===== config.mk =====
export PLATFORM = sky130hd
export DESIGN_NAME = stream_fifo
export DESIGN_NICKNAME = d
export VERILOG_FILES = /design/src/rtl/stream_fifo.sv
export SDC_FILE = /design/constraint.sdc
export NUM_CORES = 1
export LEC_CHECK = 0
export ABC_CLOCK_PERIOD_IN_PS = 9430
export BUFFER_PORTS_ARGS = -buffer_cell sky130_fd_sc_hd__buf_2
export CAP_MARGIN = 10
export CELL_PAD_IN_SITES_DETAIL_PLACEMENT = 1
export CELL_PAD_IN_SITES_GLOBAL_PLACEMENT = 1
export CORE_ASPECT_RATIO = 0.75
export CORE_MARGIN = 5
export CORE_UTILIZATION = 51
export CTS_BUF_LIST = sky130_fd_sc_hd__clkbuf_4
export CTS_CLUSTER_SIZE = 10
export DETAILED_ROUTE_END_ITERATION = 10
export GPL_TIMING_DRIVEN = 0
export PLACE_DENSITY_LB_ADDON = 0.1
export SETUP_SLACK_MARGIN = 0.5
export SLEW_MARGIN = 20
export SYNTH_ARGS = -nofsm -noshare
export SYNTH_HDL_FRONTEND = slang
export SYNTH_SLANG_ARGS = --single-unit

===== constraint.sdc =====
create_clock -name clk -period 9.43 [get_ports clk]
set_input_delay 0 -clock clk [delete_from_list [all_inputs] [get_ports clk]]
set_output_delay 0 -clock clk [all_outputs]
set_load 0.01 [all_outputs]

===== src/rtl/stream_fifo.sv =====
// ---------------------------------------------------------------------------
// stream_fifo
//
// First-word-fall-through valid/ready FIFO that buffers full-width words in
// front of the stream downsizer, so a wide producer can keep bursting while
// the narrow output path is still serialising an earlier word.
//
// Parameters
//   DW : data width in bits (DW_OUT*SCALE of the downstream downsizer)
//   AW : address width, depth = 2**AW words, AW >= 1
//
// Ports
//   clk        in   1     clock, rising edge
//   rst_n      in   1     asynchronous active-low reset
//   s_data_i   in   DW    write data
//   s_valid_i  in   1     write data valid
//   s_ready_o  out  1     FIFO can accept a word
//   m_data_o   out  DW    head-of-FIFO data (don't-care while m_valid_o=0)
//   m_valid_o  out  1     head word valid
//   m_ready_i  in   1     consumer accepts the head word
//   cnt_o      out  AW+1  number of stored words, 0..2**AW
// ---------------------------------------------------------------------------
module stream_fifo #(
  parameter int DW = 32,
  parameter int AW = 4
) (
  input  logic          clk,
  input  logic          rst_n,
  input  logic [DW-1:0] s_data_i,
  input  logic          s_valid_i,
  output logic          s_ready_o,
  output logic [DW-1:0] m_data_o,
  output logic          m_valid_o,
  input  logic          m_ready_i,
  output logic [AW:0]   cnt_o
);

  localparam int DEPTH = 1 << AW;

  // Word storage; deliberately has no reset so it maps onto plain registers
  // or distributed RAM without a reset network.
  logic [DW-1:0] mem [DEPTH];

  // Pointers carry one extra lap bit above the address bits, which makes
  // empty/full unambiguous and wrap-around free of special cases.
  logic [AW:0] wr_ptr_reg;
  logic [AW:0] rd_ptr_reg;

  // Post-reset guard: keeps s_ready_o low for the first cycle after rst_n
  // rises so no word is accepted on the release edge itself.
  logic rst_r;

  logic empty;
  logic full;
  logic wr;
  logic rd;

  // Status derived purely from registered pointers, so neither ready nor
  // valid has a combinational path from the opposite handshake input.
  assign empty = (wr_ptr_reg == rd_ptr_reg);
  assign full  = (wr_ptr_reg[AW-1:0] == rd_ptr_reg[AW-1:0]) &&
                 (wr_ptr_reg[AW] != rd_ptr_reg[AW]);

  assign s_ready_o = !full && !rst_r;
  assign m_valid_o = !empty;

  assign wr = s_valid_i && s_ready_o;
  assign rd = m_valid_o && m_ready_i;

  // Modulo 2**(AW+1) difference is exactly the fill level, including the
  // full case where the lap bits differ.
  assign cnt_o = wr_ptr_reg - rd_ptr_reg;

  // Fall-through read straight from the array.
  assign m_data_o = mem[rd_ptr_reg[AW-1:0]];

  // Pointer and guard state.
  always_ff @(posedge clk or negedge rst_n) begin
    if (!rst_n) begin
      wr_ptr_reg <= '0;
      rd_ptr_reg <= '0;
      rst_r      <= 1'b1;
    end else begin
      rst_r <= 1'b0;
      if (wr) begin
        wr_ptr_reg <= wr_ptr_reg + {{AW{1'b0}}, 1'b1};
      end
      if (rd) begin
        rd_ptr_reg <= rd_ptr_reg + {{AW{1'b0}}, 1'b1};
      end
    end
  end

  // Storage write. wr is forced low during reset through s_ready_o, so the
  // array needs no reset term of its own.
  always_ff @(posedge clk) begin
    if (wr) begin
      mem[wr_ptr_reg[AW-1:0]] <= s_data_i;
    end
  end

endmodule


# Word level (Yosys, flattened, before mapping)
# Memory sizes are Yosys's and may differ from the RTL's.
# Cells that the tools add are included.
[totals]
regBits = 11
mem_bits_rw = 512
in_bits = 36
out_inout_bits = 39
elab_cells = 19
mem_count = 1
[mem_list]
columns = ["name", "depth", "width", "read_ports", "rd_clocked_by_memory_dff", "write_ports", "line", "source"]
rows = [
  ["mem", 16, 32, 1, 0, 1, "42", "logic [DW-1:0] mem [DEPTH];"],
]
[op_classes]
add_sub_neg = 3
n_eq_ne = 3
muxes = 2
reduce_logical = 7
[ops]
columns = ["cell", "count"]
rows = [
  ["5-bit by 1-bit adder with 5-bit output (second input constant)", 2],
  ["5-bit equality test", 1],
  ["5-bit subtractor", 1],
  ["4-bit equality test", 1],
  ["1-bit logical AND", 4],
  ["1-bit zero test", 3],
  ["1-bit two-way mux", 2],
  ["1-bit != test", 1],
]

# Depth between registers and ports, before layout
[depth]
depth_word = 7
mapped_depth = 9
mapped_depth_nobuf = 7

# Worst setup path after synthesis
# Ideal clock, no wire load.
[synth_timing]
path_kind = "register -> register"
start = "reg rd_ptr_reg[2]"
end = "mem mem[0][0] (enable)"
setup_ns = 0.461
t_arrival_ns = 4.199
required_ns = 8.969
setup_slack_ns = 4.770
stages_incl_launch_ff = 10
synth_period_minus_slack_ns = 4.660
path_cell_list = "dfrtp_1 -> buf_2 -> buf_2 -> buf_2 -> inv_1 -> ha_1 -> and4_1 -> a211oi_2 -> nand2_1 -> nor3_1"
[synth_via]
elab_chain_cells = 7
[synth_rtl]
columns = ["element", "line", "source"]
rows = [
  ["from (decl)", "47", "logic [AW:0] rd_ptr_reg;"],
  ["from (signal assigned)", "89", "rd_ptr_reg <= rd_ptr_reg + {{AW{1'b0}}, 1'b1};"],
  ["4-bit equality test", "61", "assign full = (wr_ptr_reg[AW-1:0] == rd_ptr_reg[AW-1:0]) &&"],
  ["1-bit logical AND", "61", ""],
  ["1-bit zero test", "64", "assign s_ready_o = !full && !rst_r;"],
  ["1-bit logical AND", "64", ""],
  ["1-bit logical AND", "67", "assign wr = s_valid_i && s_ready_o;"],
  ["1-bit two-way mux", "97", "if (wr) begin"],
  ["1-bit two-way mux (not written as such)", "98", "mem[wr_ptr_reg[AW-1:0]] <= s_data_i;"],
  ["to (decl)", "42", ""],
]
# No other way between the ends.

# Worst setup path in the final report
[layout_timing]
start = "reg rd_ptr_reg[2]"
end = "mem mem[2][13] (enable)"
# Same word-level chain as after synthesis.

==> summary by stage <==
Power
Summed over all cells, the static leakage comes to 7.873 nW. The sequential power share is 41.2%. The cell-internal power is 4.505 mW. Of the total power, the share spent switching nets is 32.13%. The analysis attributes to net switching a power of 2.132 mW.

The combinational fraction of design power is 31.9%. Power spread over the standard cell area amounts to 280.9 nW/um^2. Of the total power, the clock network draws 26.9%. The peak ir drop on the vdd network is 0.1409 mV.

Clock network
After clock tree synthesis, the flow added hold-fix buffers numbering 45. The longest clock path from root to sink contains 3 buffers. The number of instances resized during post-cts repair is 0. The clock sink count is 523. The clock insertion delay at the later pin of the skew report is 840 ps.

The clock-pin slew on the worst setup and hold paths is 80 ps. Counting the buffers created by CTS gives 121. TritonCTS built the clock tree. The post-CTS setup buffer count is 0. The root buffer selected by CTS is sky130_fd_sc_hd__clkbuf_4. The maximum level of the CTS H-tree is 3.

Floorplanning
The number of rows created at floorplan is 62. The core area is 38400 um^2. The floorplan step set the die height to 181.0 um.

75 I/O pins were placed. In this run the horizontal extent of the chip is 238.0 um. The initial cell density of the core is 51.76%. The area of the die is 43060 um^2.

Synthesis
Dividing the synthesized area by the synthesized cell count gives 22.90 um^2. Ranked by total cell area, the synthesized netlist is headed by sky130_fd_sc_hd__edfxtp_1, sky130_fd_sc_hd__mux4_2, sky130_fd_sc_hd__a22oi_1. When the netlist entered floorplanning its net count stood at 914. The fraction of post-synthesis cell area in the top cell type by area is 77.35%. In the synthesized netlist, the number of instances is 868. The fraction of the mapped netlist area in adder cells is 0.6673%. By area, the combinational part of the netlist is dominated by multiplexers. Summing the areas of all compound-gate instances in the mapped netlist gives 2.776% of the synthesized area. The cell area that synthesis handed to floorplanning was 19880 um^2. Yosys mapped the design onto 28 distinct sky130hd cell types. The sequential-to-total area share from yosys stat is 78.74%. Counting flops and latches in the post-synthesis netlist gives 523.

The synthesized netlist devotes 1.360% of its cell area to simple gates. Of the post-synthesis cell area, the part taken by muxes is 14.50%. The post-synthesis cell type with the largest combined area is sky130_fd_sc_hd__edfxtp_1. Of the total synthesized cell area, the portion taken by XOR and XNOR cells is 0.5728%. The number of warnings printed during yosys synthesis is 0.

Global routing
Global routing used 22.89% of the available tracks across all layers. The first global-routing pass estimated 72220 um of wire. The number of antenna violations at the first check in global routing is 2. The via count of the first global-routing pass is 11.02k. After global routing the overflow that remains totals 0. Entering global routing, the biggest net connects 19 pins.

Timing
Setup violations remaining at the end of the flow were counted as 0. Measured against its own limit, the worst slew margin works out to 35.03%. Dividing the final minimum period by the clock period gives 47.76%. The number of pins exceeding their max-slew limit in the final report is 0. The final sum of negative setup slack is 0 ps. The count of final hold-check violations came to 0. Static timing analysis puts the maximum clock frequency at 222.1 MHz.

The minimum clock period is 4503 ps. At the pin with the least slew margin, the transition time is 974.6 ps. Setup repair after global routing left no endpoint under its margin. The clock skew is 57.95 ps.

Routing
In the final routed layout, each cell accounts on average for 27.29 um. Across all layers, the routed design uses 10.25k vias. The mean number of vias per cell is 5.816. The remaining antenna violation count is 0. After the first detailed-routing iteration, the DRC count stood at 998. After detailed routing, the number of remaining DRC violations is 0. The routed design has 48090 um of wire. The pre-antenna-repair detailed-routing pass consisted of 5 iterations.

Setup path
The critical path data required time is 9930 ps. By startpoint and endpoint, the worst setup path is classified as reg -> reg. STA classifies the critical path endpoint as a register. STA classifies the critical path startpoint as a register. The highest fanout seen on the critical path is 10. Data arrives at the worst endpoint at 5010 ps.

Place
The count of input and output buffers is 74. The HPWL after detailed placement is 30550 um. Once placement completed, the tool counted placed cells totaling 1493. The final weighted congestion in routability-driven placement is 0.7052.

Finish
The net count of the finished layout is 1195. The sequential cell area is 15650 um^2. The final standard cell count with taps included and fillers excluded is 1762. The flip-flop count of the largest register after layout is 512. After filler insertion, the fill cell instance count of the layout stands at 3272. The layout overhead on the synthesized area is 18.88%.

The proportion of layout cells with a drive suffix above 1 is 37.15%. The area of combinational cells with multiple inputs is 4065 um^2.

Job
The total of max-cap violations is 0.

Outcome
The run finished with clean final reports.

Min path
The worst min-delay path category is in -> reg.
[cells in the final DEF (no fill, tap or decap), types with 2 or more instances in the layout]
cell type                       instances
sky130_fd_sc_hd__nor2_4                12
sky130_fd_sc_hd__xor2_1                 4
sky130_fd_sc_hd__buf_2                 83
sky130_fd_sc_hd__buf_4                 22
sky130_fd_sc_hd__clkbuf_4             173
sky130_fd_sc_hd__buf_12                 7
sky130_fd_sc_hd__clkbuf_1              23
sky130_fd_sc_hd__o21ai_0                2
sky130_fd_sc_hd__nand2_1               40
sky130_fd_sc_hd__nor2_1                 4
sky130_fd_sc_hd__clkinv_1              38
sky130_fd_sc_hd__inv_2                  3
sky130_fd_sc_hd__buf_6                  9
sky130_fd_sc_hd__a22oi_1               64
sky130_fd_sc_hd__edfxtp_1             512
sky130_fd_sc_hd__a21oi_1                3
sky130_fd_sc_hd__dlygate4sd3_1         45
sky130_fd_sc_hd__nand4_1                3
sky130_fd_sc_hd__inv_1                  9
sky130_fd_sc_hd__bufinv_16              2
sky130_fd_sc_hd__a21o_1                 2
sky130_fd_sc_hd__nand2b_1               2
sky130_fd_sc_hd__buf_16                11
sky130_fd_sc_hd__nor3_2                 4
sky130_fd_sc_hd__xnor2_1                9
sky130_fd_sc_hd__mux4_2               128
sky130_fd_sc_hd__clkinv_2               5
sky130_fd_sc_hd__ha_1                   9
sky130_fd_sc_hd__dfrtp_1               10
[cell type report]
class	count	share of cell area [%]
sequential	523	66.23
tap	512	2.711
buffer	44	1.001
inverter	9	0.1430
antenna	1	0.01059
clock buffer	173	5.496
clock inverter	50	1.091
multi-input combinational	292	17.20
timing repair buffer	158	6.110
[layer usage]
layer	global-route usage (%)	up-vias	wire length (um)	share of wire, %
met3	5.289	54	3472	7.2
met2	35.40	413	22920	48
met5	0	-	7	0.015
li1	-	4327	-	-
met1	34.15	5452	21100	44
met4	4.823	2	584	1.2
[final timing paths]
check                                                from                         to  slack (ps)  depth (start not counted)
worst max-delay path            rd_ptr_reg[2]$_DFFE_PN0P_       mem[2][13]$_DFFE_PP_        4930                         13
worst min-delay path                         s_data_i[27]       mem[2][27]$_DFFE_PP_          90                          2
worst max register to register  rd_ptr_reg[2]$_DFFE_PN0P_       mem[2][13]$_DFFE_PP_        4930                         13
worst min register to register  wr_ptr_reg[4]$_DFFE_PN0P_  wr_ptr_reg[4]$_DFFE_PN0P_         530                          1
max in group asynchronous                           rst_n  wr_ptr_reg[1]$_DFFE_PN0P_        8790                          3
min in group asynchronous                           rst_n  rd_ptr_reg[3]$_DFFE_PN0P_         230                          3
[cells in the mapped netlist]
| library cell | number |
|---|---|
| sky130_fd_sc_hd__edfxtp_1 | 512 |
| sky130_fd_sc_hd__mux4_2 | 128 |
| sky130_fd_sc_hd__a22oi_1 | 64 |
| sky130_fd_sc_hd__nand2_1 | 40 |
| sky130_fd_sc_hd__clkbuf_1 | 23 |
| sky130_fd_sc_hd__nor2_1 | 16 |
| sky130_fd_sc_hd__dfrtp_1 | 10 |
| sky130_fd_sc_hd__buf_2 | 9 |
| sky130_fd_sc_hd__ha_1 | 9 |
| sky130_fd_sc_hd__inv_1 | 9 |
| sky130_fd_sc_hd__xnor2_1 | 9 |
| sky130_fd_sc_hd__buf_4 | 6 |
| sky130_fd_sc_hd__buf_6 | 5 |
| sky130_fd_sc_hd__nor3_1 | 4 |
| sky130_fd_sc_hd__xor2_1 | 4 |
| sky130_fd_sc_hd__a21oi_1 | 3 |
| sky130_fd_sc_hd__nand4_1 | 3 |
| sky130_fd_sc_hd__a21o_1 | 2 |
| sky130_fd_sc_hd__nand2b_1 | 2 |
| sky130_fd_sc_hd__o21ai_0 | 2 |
| sky130_fd_sc_hd__a2111o_1 | 1 |
| sky130_fd_sc_hd__a211oi_2 | 1 |
| sky130_fd_sc_hd__a21boi_1 | 1 |
| sky130_fd_sc_hd__and4_1 | 1 |
| sky130_fd_sc_hd__buf_1 | 1 |
| sky130_fd_sc_hd__conb_1 | 1 |
| sky130_fd_sc_hd__dfstp_2 | 1 |
| sky130_fd_sc_hd__fa_1 | 1 |
[cell families after synthesis]
group                    Yosys count
flip-flops                       523
multiplexers                     128
AO/OA/AOI/OAI                     74
AND/OR/NAND/NOR                   66
buffers and inverters             53
XOR/XNOR                          13
adder cells (fa/ha/maj)           10
other                              1
[critical path, cell delays in order (launching register included)]
cell	delay, ps
sky130_fd_sc_hd__dfrtp_1	330
sky130_fd_sc_hd__buf_2	200
sky130_fd_sc_hd__buf_2	350
sky130_fd_sc_hd__buf_2	360
sky130_fd_sc_hd__inv_1	90
sky130_fd_sc_hd__ha_1	340
sky130_fd_sc_hd__and4_1	260
sky130_fd_sc_hd__a211oi_2	500
sky130_fd_sc_hd__nand2_1	350
sky130_fd_sc_hd__nor3_2	530
sky130_fd_sc_hd__buf_4	300
sky130_fd_sc_hd__buf_6	170
sky130_fd_sc_hd__buf_4	190
sky130_fd_sc_hd__buf_4	180
[power by group through the flow]
| stage | sequential (mW) | clock [mW] | combinational [mW] |
|---|---|---|---|
| finish | 2.74 | 1.79 | 2.12 |
| global route | 2.75 | 1.98 | 2.26 |
| CTS | 2.74 | 1.84 | 2.16 |
| detailed placement | 2.79 | 0 | 2.13 |
| global placement | 2.80 | 0 | 2.03 |
| floorplan | 2.78 | 0 | 1.34 |
[metrics by stage]
stage / setup WS, ps / util [%] / power, mW / area, um^2 / hold slack, ps
global route: 4717 / 61.54 / 6.991 / 23630 / 18.58
global placement: 1150 / 54.40 / 4.829 / 20890 / -107.7
detailed placement: 4946 / 56.31 / 4.922 / 21620 / -104.8
CTS: 4912 / 61.53 / 6.732 / 23630 / 7.170
finish: 4927 / 61.54 / 6.637 / 23630 / 85.84
floorplan: 4770 / - / 4.116 / 19880 / -295.6
Power figures use the tool's default switching activity.
